===== config.mk =====
export PLATFORM = sky130hd
export DESIGN_NAME = risc16_io
export DESIGN_NICKNAME = d
export VERILOG_FILES = /design/src/rtl/risc16_io_pkg.sv /design/src/rtl/risc16_io_fifo.sv /design/src/rtl/risc16_io.sv
export SDC_FILE = /design/constraint.sdc
export NUM_CORES = 1
export LEC_CHECK = 0
export BUFFER_PORTS_ARGS = -buffer_cell sky130_fd_sc_hd__buf_2
export CORE_ASPECT_RATIO = 0.75
export CORE_MARGIN = 2
export CORE_UTILIZATION = 35
export DETAILED_ROUTE_END_ITERATION = 10
export PLACE_DENSITY = 0.57
export REMOVE_ABC_BUFFERS = 1
export SYNTH_ARGS = -nofsm -noshare
export SYNTH_HDL_FRONTEND = slang
export SYNTH_SLANG_ARGS = --single-unit

===== constraint.sdc =====
create_clock -name clk -period 3 [get_ports clk]
set_input_delay 0.45 -clock clk [delete_from_list [all_inputs] [get_ports clk]]
set_output_delay 0.45 -clock clk [all_outputs]
set_load 0.02 [all_outputs]

===== src/rtl/risc16_io_pkg.sv =====
// Shared constants and types for the risc16 memory-mapped I/O block.
// Optional build macro RISC16_IO_PARITY_EN adds the UART parity state.
package risc16_io_pkg;

    localparam logic [15:0] IO_BASE     = 16'h0200;
    localparam logic [15:0] ADDR_LED_LO = 16'h0200;
    localparam logic [15:0] ADDR_LED_HI = 16'h0202;
    localparam logic [15:0] ADDR_TXDATA = 16'h0204;
    localparam logic [15:0] ADDR_STATUS = 16'h0206;

    // STATUS register bit positions
    localparam int ST_BUSY  = 0;
    localparam int ST_FULL  = 1;
    localparam int ST_EMPTY = 2;
    localparam int ST_OVF   = 3;

    typedef enum logic [2:0] {
        TX_IDLE,
        TX_START,
        TX_DATA,
`ifdef RISC16_IO_PARITY_EN
        TX_PARITY,
`endif
        TX_STOP
    } tx_state_t;

endpackage


===== src/rtl/risc16_io_fifo.sv =====
// Small synchronous FIFO for the UART transmitter; o_data is valid while not empty.
// A push while full is accepted only when a pop frees the slot in the same cycle.
module risc16_io_fifo #(
    parameter int DEPTH = 4,
    parameter int W     = 8
) (
    input  logic         clk,
    input  logic         rst,
    input  logic         i_push,
    input  logic [W-1:0] i_data,
    input  logic         i_pop,
    output logic [W-1:0] o_data,
    output logic         o_full,
    output logic         o_empty
);

    localparam int PTR_W = (DEPTH > 1) ? $clog2(DEPTH) : 1;

    logic [W-1:0]     r_mem [DEPTH];
    logic [PTR_W-1:0] r_wr_ptr;
    logic [PTR_W-1:0] r_rd_ptr;
    logic [PTR_W:0]   r_count;

    logic w_do_push;
    logic w_do_pop;

    assign o_empty   = (r_count == '0);
    assign o_full    = (r_count == (PTR_W+1)'(DEPTH));
    assign w_do_pop  = i_pop & ~o_empty;
    assign w_do_push = i_push & (~o_full | w_do_pop);
    assign o_data    = r_mem[r_rd_ptr];

    always_ff @(posedge clk) begin
        if (w_do_push) begin
            r_mem[r_wr_ptr] <= i_data;
        end
    end

    // Pointers are log2(DEPTH) wide, so they wrap naturally for power-of-2 depths.
    always_ff @(posedge clk) begin
        if (rst) begin
            r_wr_ptr <= '0;
            r_rd_ptr <= '0;
            r_count  <= '0;
        end else begin
            if (w_do_push) begin
                r_wr_ptr <= r_wr_ptr + 1'b1;
            end
            if (w_do_pop) begin
                r_rd_ptr <= r_rd_ptr + 1'b1;
            end
            if (w_do_push && !w_do_pop) begin
                r_count <= r_count + 1'b1;
            end else if (w_do_pop && !w_do_push) begin
                r_count <= r_count - 1'b1;
            end
        end
    end

endmodule


===== src/rtl/risc16_io.sv =====
// risc16 I/O window at 0x200-0x207: LED register, buffered UART TX and status.
// Define RISC16_IO_PARITY_EN to append an even parity bit to every frame.
module risc16_io
    import risc16_io_pkg::*;
#(
    parameter int CLK_HZ     = 25_000_000,
    parameter int BAUD       = 115200,
    parameter int FIFO_DEPTH = 4
) (
    input  logic        clk,
    input  logic        rst,
    input  logic [15:0] addr,
    input  logic [15:0] wdata,
    input  logic        oe,
    input  logic        we,
    output logic [15:0] rdata,
    output logic        hit,
    output logic [23:0] led,
    output logic        txd
);

    localparam int DIV    = CLK_HZ / BAUD;
    localparam int BAUD_W = (DIV > 1) ? $clog2(DIV) : 1;
    localparam logic [BAUD_W-1:0] BAUD_LAST = BAUD_W'(DIV - 1);

    // Byte address bit 0 never participates in decode.
    logic w_unused;
    assign w_unused = addr[0];

    logic [15:0] w_word;
    logic        w_wr;
    logic        w_push_req;
    logic        w_pop;
    logic        w_full;
    logic        w_empty;
    logic [7:0]  w_fifo_data;
    logic [15:0] w_status;

    logic [23:0]       r_led;
    logic              r_ovf;
    tx_state_t         r_state;
    tx_state_t         w_state_next;
    logic [BAUD_W-1:0] r_baud;
    logic [BAUD_W-1:0] w_baud_next;
    logic [2:0]        r_bit;
    logic [2:0]        w_bit_next;
    logic [7:0]        r_shift;
    logic [7:0]        w_shift_next;
    logic              r_txd;
    logic              w_txd_next;
    logic              w_baud_end;

    assign w_word     = {addr[15:1], 1'b0};
    assign hit        = (addr[15:3] == IO_BASE[15:3]);
    assign w_wr       = we & hit;
    assign w_push_req = w_wr & (w_word == ADDR_TXDATA);
    assign led        = r_led;
    assign txd        = r_txd;
    assign w_baud_end = (r_baud == BAUD_LAST);

    risc16_io_fifo #(
        .DEPTH (FIFO_DEPTH),
        .W     (8)
    ) u_fifo (
        .clk     (clk),
        .rst     (rst),
        .i_push  (w_push_req),
        .i_data  (wdata[7:0]),
        .i_pop   (w_pop),
        .o_data  (w_fifo_data),
        .o_full  (w_full),
        .o_empty (w_empty)
    );

    always_comb begin
        w_status           = 16'h0000;
        w_status[ST_BUSY]  = (r_state != TX_IDLE);
        w_status[ST_FULL]  = w_full;
        w_status[ST_EMPTY] = w_empty;
        w_status[ST_OVF]   = r_ovf;
    end

    always_comb begin
        rdata = 16'h0000;
        if (hit && oe) begin
            case (w_word)
                ADDR_LED_LO: rdata = r_led[15:0];
                ADDR_LED_HI: rdata = {8'h00, r_led[23:16]};
                ADDR_STATUS: rdata = w_status;
                default:     rdata = 16'h0000;
            endcase
        end
    end

    // A push into a full FIFO is dropped unless the transmitter pops the same cycle.
    always_ff @(posedge clk) begin
        if (rst) begin
            r_led <= 24'h000000;
            r_ovf <= 1'b0;
        end else begin
            if (w_wr && w_word == ADDR_LED_LO) begin
                r_led[15:0] <= wdata;
            end
            if (w_wr && w_word == ADDR_LED_HI) begin
                r_led[23:16] <= wdata[7:0];
            end
            if (w_wr && w_word == ADDR_STATUS) begin
                r_ovf <= 1'b0;
            end else if (w_push_req && w_full && !w_pop) begin
                r_ovf <= 1'b1;
            end
        end
    end

    // Data bits rotate rather than shift, so after 8 bits r_shift holds the byte again.
    always_comb begin
        w_state_next = r_state;
        w_baud_next  = r_baud + 1'b1;
        w_bit_next   = r_bit;
        w_shift_next = r_shift;
        w_pop        = 1'b0;
        case (r_state)
            TX_IDLE: begin
                w_baud_next = '0;
                if (!w_empty) begin
                    w_pop        = 1'b1;
                    w_shift_next = w_fifo_data;
                    w_state_next = TX_START;
                end
            end
            TX_START: begin
                if (w_baud_end) begin
                    w_baud_next  = '0;
                    w_bit_next   = 3'd0;
                    w_state_next = TX_DATA;
                end
            end
            TX_DATA: begin
                if (w_baud_end) begin
                    w_baud_next  = '0;
                    w_shift_next = {r_shift[0], r_shift[7:1]};
                    w_bit_next   = r_bit + 3'd1;
                    if (r_bit == 3'd7) begin
                        w_bit_next = 3'd0;
`ifdef RISC16_IO_PARITY_EN
                        w_state_next = TX_PARITY;
`else
                        w_state_next = TX_STOP;
`endif
                    end
                end
            end
`ifdef RISC16_IO_PARITY_EN
            TX_PARITY: begin
                if (w_baud_end) begin
                    w_baud_next  = '0;
                    w_state_next = TX_STOP;
                end
            end
`endif
            TX_STOP: begin
                if (w_baud_end) begin
                    w_baud_next = '0;
                    if (!w_empty) begin
                        w_pop        = 1'b1;
                        w_shift_next = w_fifo_data;
                        w_state_next = TX_START;
                    end else begin
                        w_state_next = TX_IDLE;
                    end
                end
            end
            default: begin
                w_baud_next  = '0;
                w_state_next = TX_IDLE;
            end
        endcase

        // Line level is registered from the next state so txd never glitches.
        case (w_state_next)
            TX_START: w_txd_next = 1'b0;
            TX_DATA:  w_txd_next = w_shift_next[0];
`ifdef RISC16_IO_PARITY_EN
            TX_PARITY: w_txd_next = ^w_shift_next;
`endif
            default:  w_txd_next = 1'b1;
        endcase
    end

    always_ff @(posedge clk) begin
        if (rst) begin
            r_state <= TX_IDLE;
            r_baud  <= '0;
            r_bit   <= 3'd0;
            r_shift <= 8'h00;
            r_txd   <= 1'b1;
        end else begin
            r_state <= w_state_next;
            r_baud  <= w_baud_next;
            r_bit   <= w_bit_next;
            r_shift <= w_shift_next;
            r_txd   <= w_txd_next;
        end
    end

endmodule


* Word level (Yosys, flattened, before mapping)
Memory sizes are Yosys's and may differ from the RTL's. A register that Yosys moved wholly into a read port is not among the register bits.
Index checks and enable logic that the tools add are counted.
** Word-level totals
- Logic and storage cells :: 92
- Latch bits :: 0
- Memories :: 1
- Memory bits (read-only) :: 0
- Register bits :: 55
- Bits in writable memories :: 32
- Output and inout bits :: 42
** Cells by class
- Reductions and logical operators :: 22
- Shift-type cells :: 0
- Add/sub/neg operators :: 6
- Multiply operators :: 0
- Div/mod/pow operators :: 0
- Magnitude comparators :: 0
- Equal/unequal tests :: 16
- Multiplexer cells :: 27
- Bitwise gates (word level) :: 8
** Memory list
- u_fifo.r_mem :: words 4, width 8, rd ports 1, clocked after Yosys merged registers in 1, wr ports 1, RTL line risc16_io_fifo.sv:19 : logic [W-1:0] r_mem [DEPTH];
** Operator list (number)
- $eq 15x9->1 const B :: 4
- $pmux 16 s3 :: 1
- $mux 3 :: 10
- $mux 8 :: 3
- $pmux 8 s3 :: 1
- $mux 16 :: 1
- $eq 13x7->1 const B :: 1
- $pmux 3 s4 :: 1
- $eq 3x2->1 const B :: 3
- $add 8x1->8 const B :: 1
- $eq 8x8->1 const B :: 1
- $logic_and 1x1->1 :: 8
- $add 3x1->3 const B :: 2
- $eq 3x1->1 const B :: 2
- $eq 3x3->1 const B :: 2
- $logic_not 3->1 :: 2
- $ne 2x2->1 const B :: 3
- $pmux 3 s2 :: 1
- $reduce_and 3->1 :: 2
- $reduce_bool 3->1 :: 2
- $reduce_or 3->1 :: 2
- $mux 1 :: 5
- $add 2x1->2 const B :: 2
- $and 1x1->1 :: 4
- other kinds (8) :: 15

* Longest topological paths before layout
- Word-level depth :: 11
- Gate-level depth with buffers :: 13

* Modules after synthesis
From an unflattened synthesis, not the netlist that was laid out.
** Unflattened totals
- Cells, all modules :: 348
- Area, all modules :: 3971.3 µm²
** Modules (own cells, without submodules)
- risc16_io :: area an instance 2338.5 µm², times used 1, cells an instance 258
- risc16_io_fifo :: area an instance 1632.8 µm², times used 1, cells an instance 90

* Least setup slack after synthesis
No wires, ideal clock.
- Path kind :: register -> register
- Start point :: reg r_baud[0]
- End point :: reg u_fifo.r_count[2]
- Library setup time :: 71 ps
- Slack :: 181 ps
- Buffers on the path :: 1
- Data arrival time :: 2748 ps
- Clock period less this slack :: 2819 ps
- Stages on the path, launching flop included :: 14
- Path through :: dfxtp_1 > inv_1 > ha_1 > and4_1 > buf_4 > a41oi_1 > nor2_1 > inv_1 > ha_1 > inv_1 > fa_1 > xor2_1 > or3_1 > a21oi_1
** On the way
- Cells in the longest elaborated chain, start to end :: 9
** RTL lines
- from (decl) :: RTL line risc16_io.sv:43 : logic [BAUD_W-1:0] r_baud;
- from (signal assigned) :: RTL line risc16_io.sv:199 : r_baud <= w_baud_next;
- $eq 8x8->1 (*) :: RTL line risc16_io.sv:59 : assign w_baud_end = (r_baud == BAUD_LAST);
- $mux 1 (*) :: RTL line risc16_io.sv:162 : if (w_baud_end) begin
- $pmux 1 s2 (*) :: RTL line risc16_io.sv:122 : case (r_state)
- $and 1x1->1 (*) :: RTL line risc16_io_fifo.sv:29 : assign w_do_pop = i_pop & ~o_empty;
- $or 1x1->1 :: RTL line risc16_io_fifo.sv:30 : assign w_do_push = i_push & (~o_full | w_do_pop);
- $and 1x1->1 :: RTL line risc16_io_fifo.sv:30
- $logic_not 1->1 :: RTL line risc16_io_fifo.sv:54 : end else if (w_do_pop && !w_do_push) begin
- $logic_and 1x1->1 :: RTL line risc16_io_fifo.sv:54
- $reduce_bool 2->1 (no source line)
- to (signal assigned) :: RTL line risc16_io_fifo.sv:53 : r_count <= r_count + 1'b1;
- to (signal assigned) :: RTL line risc16_io_fifo.sv:55 : r_count <= r_count - 1'b1;
- to (decl) :: RTL line risc16_io_fifo.sv:22 : logic [PTR_W:0] r_count;
Every way passes the cells marked *; elsewhere a longest branch is shown, timed or not.
A chain may end at the register's enable or synchronous reset.

* Final worst setup path
- Start point :: reg r_baud[0]
- End point :: reg u_fifo.r_count[2]
** On the way
- Cells in the longest elaborated chain, start to end :: 9
** RTL lines
- $eq 8x8->1 (*) :: RTL line risc16_io.sv:59
- $mux 1 (*) :: RTL line risc16_io.sv:162
- $pmux 1 s2 (*) :: RTL line risc16_io.sv:122
- $and 1x1->1 (*) :: RTL line risc16_io_fifo.sv:29
- $or 1x1->1 (*) :: RTL line risc16_io_fifo.sv:30
- $and 1x1->1 (*) :: RTL line risc16_io_fifo.sv:30
- via u_fifo.w_do_push :: RTL line risc16_io_fifo.sv:24 : logic w_do_push;
- $logic_not 1->1 :: RTL line risc16_io_fifo.sv:54
- $logic_and 1x1->1 :: RTL line risc16_io_fifo.sv:54
- $reduce_bool 2->1 (no source line)
Mark *: on every way through the listed nets, which the timed path passes. The rest lies on a longest branch.

==> results.ini <==
[routing]
drc = 0
viasPerCell = 5.00
drt_iter0_drc = 184
vias = 2928
firstDrtPassIters = 4
ant_nets = 0
wl_per_cell_um = 15.5
drt-total-wl_um = 9070

[setup_path]
path_class = register to register
worstRegToRegCells = 12
required_ps = 3260
path_delay_family = simple AND/OR/NAND/NOR gates
cp_cell_sequence = inv_1, ha_1, and4_1, a41o_2, nor2_1, nor3_1, ha_1, inv_1, fa_1, xor2_1, or3_1, a21oi_1
reg2reg_from = r_baud[0]$_SDFF_PP0_
rrSetupSlack_ps = 270
start_kind = register
crit_fanout = 4
slowest_delay_ps = 370
slowest_stage = fa_1
r2r-end = u_fifo.r_count[2]$_SDFFE_PP0P_
critPathBufInv = 2
crit_arrival_ps = 2990
worstSetupEndpointType = register

[job]
cap_viol_max_count = 0

[yosys]
synth_ff_type = dfxtp_1
ys_seq_area_share_pct = 52.6
synth_top_area_share_pct = 28.5
yosysTopAreaCell = dfxtp_1
syn_inst = 360
synth_area_sq_mm = 0.00400
synth.area.top_cells = dfxtp_1 (29%), edfxtp_1 (24%), mux2i_1 (8.0%)
yosys_warnings = 0
async_reset_ff_share_pct = 0
synth_area_per_cell_sq_um = 11.1
ys_types = 56
synth-seq-cells = 89
synth-edff-count = 32

[cells_and_area]
final_common_cell = buf_2
area_growth_pct = 21.6
most-common-layout-cells = buf_2 (76), nor2_1 (58), dfxtp_1 (57)
final_nets = 487
utilization_pct = 44.1
diodes = 0
fill_cells = 1045
drive_above_1_share_pct = 28.0

[placement]
port_buffers = 76
dp_hpwl_um = 6610
gp_congestion = 0.764

[sta]
min_period_over_period_pct = 91.0
drv_slew = 0
hold_viol_final = 0
worstMarginPinSlew_ps = 688
finalSetupTns_ps = 0
finClkSkew_ps = 11.7
period_minus_slack_ps = 2730
relSlewSlack_pct = 53.9
clock.fmax_mhz = 366
setup_violations = 0
rsz0062_at_grt = false

[clock_tree]
cts_hold_buf = 0
clock_sinks = 89
tritoncts = yes
clk_pin_slew_ps = 70
clkLatencyLatePin_ps = 340
postCtsResizedCells = 0
post_cts_buffers = 0
cts_made_buffers = 9
htree_levels = 3
ctsRootBufferMaster = clkbuf_16
cts_buffer_depth = 2

[die]
initial_utilization_pct = 36.3
dieArea_sq_mm = 0.0123
die_h_um = 96.6
coreArea_sq_mm = 0.0110
chipWidth_um = 127
rows = 33
io_pins = 78

[pwr]
p_leak_nw = 2.08
cellPowerDensity_mw_per_mm2 = 633
vdd_ir_drop_max_mv = 0.310

[worst_hold_path]
min_path_cells = 3
hold_start = wdata[15]
min_to = led[15]$_SDFFE_PP0P_
hp-class = input pin to register

[status]
status = complete, no violations

[global_routing]
grt_pass1_wl_um = 13900
grt_usage_pct = 14.8
grt_pass1_vias = 2633
antenna_found_initial = 0
overflow = 0
grt_max_degree = 29

worst reg2reg max path, stage by stage (launching register included):
cell and delay (ps):
dfxtp_1 330, inv_1 80, ha_1 160, and4_1 220
a41o_2 250, nor2_1 70, nor3_1 270, ha_1 240
inv_1 70, fa_1 370, xor2_1 170, or3_1 310
a21oi_1 130
how the worst max path moves through the flow:
stage / slack [ps] / cells past startpoint / from / to
2_1_floorplan: 180 / 10 / addr[10] / u_fifo.r_count[2]$_SDFFE_PP0P_
3_3_place_gp: 250 / 13 / r_baud[0]$_SDFF_PP0_ / u_fifo.r_count[2]$_SDFFE_PP0P_
3_5_place_dp: 200 / 13 / r_baud[0]$_SDFF_PP0_ / u_fifo.r_count[2]$_SDFFE_PP0P_
4_1_cts: 190 / 13 / r_baud[0]$_SDFF_PP0_ / u_fifo.r_count[2]$_SDFFE_PP0P_
5_1_grt: 60 / 12 / r_baud[0]$_SDFF_PP0_ / u_fifo.r_count[2]$_SDFFE_PP0P_
6_report: 270 / 12 / r_baud[0]$_SDFF_PP0_ / u_fifo.r_count[2]$_SDFFE_PP0P_
area by class of cell:
class                      count  area, sq um  area share [%]
clock buffer                  11          254            5.23
clock inverter                 5         60.1            1.24
inverter                       8         30.0           0.618
multi-input combinational    245         1770            36.4
sequential                    89         2100            43.2
tap                          140          175            3.60
timing repair buffer          88          470            9.68
report_power, final:
group	internal [W]	leakage, nW	switching [W]
combinational	0.000232	1.18	0.000281
sequential	0.00131	0.748	0.0000914
clock	0.000699	0.151	0.000466
synth_stat cells (2+ instances only):
cell / n
and4_1: 2
edfxtp_1: 32
and2_1: 13
nor4_1: 2
a221oi_1: 7
nand4_1: 3
inv_1: 8
nor2_1: 58
buf_2: 4
a21oi_1: 11
nor2b_1: 6
mux4_2: 8
buf_1: 2
a211oi_1: 3
or3_1: 2
xor2_1: 6
nand2_1: 20
ha_1: 9
xnor2_1: 5
nor3b_4: 2
clkbuf_1: 8
a31oi_1: 4
clkbuf_8: 2
a311oi_1: 2
nand2b_1: 4
nand3b_1: 4
mux2i_1: 32
o21ai_0: 3
nor3_1: 11
dfxtp_1: 57
nand3_1: 5
state kept, by name (all words and copies together) (netlist names), named ones only:
signal           count
r_ovf                1
u_fifo.r_count       3
txd                  1
u_fifo.r_mem        32
r_bit                3
led                 24
r_shift              8
r_baud               8
u_fifo.r_wr_ptr      2
u_fifo.r_rd_ptr      2
r_state              3
stage by stage:
stage | hold WS, ps | setup slack [ps] | cells | area [sq um] | total power [W]
after floorplan | 430 | 179 | 342 | 3890 | 0.00174
after global placement | 448 | 249 | 570 | 4540 | 0.00193
after detailed placement | 454 | 200 | 570 | 4540 | 0.00194
after CTS | 333 | 186 | 586 | 4850 | 0.00311
after global routing | 336 | 58.7 | 586 | 4860 | 0.00322
final | 339 | 270 | 586 | 4860 | 0.00308
logic make-up (layout without fill, tap and decap cells):
| family | Yosys count | after routing | share of synthesized area [%] |
|---|---|---|---|
| AOI/OAI and AO/OA | 38 | 38 | 6.64 |
| xor gates and xnor gates | 11 | 11 | 2.41 |
| adders and majority gates | 10 | 10 | 3.32 |
| buffers and inverters | 26 | 112 | 3.35 |
| DFF | 89 | 89 | 52.6 |
| muxes | 41 | 41 | 12.8 |
| other | 1 | 1 | 0.0938 |
| and+or+nand+nor | 144 | 144 | 18.8 |
metal layers:
metal	up-vias	track usage (%)	wire length, um
met5	-	0	0
met1	1417	21.4	4420
li1	1446	-	-
met4	0	6.23	177
met3	10	3.30	295
met2	55	21.3	4170
(Power assumes the default switching activity.)
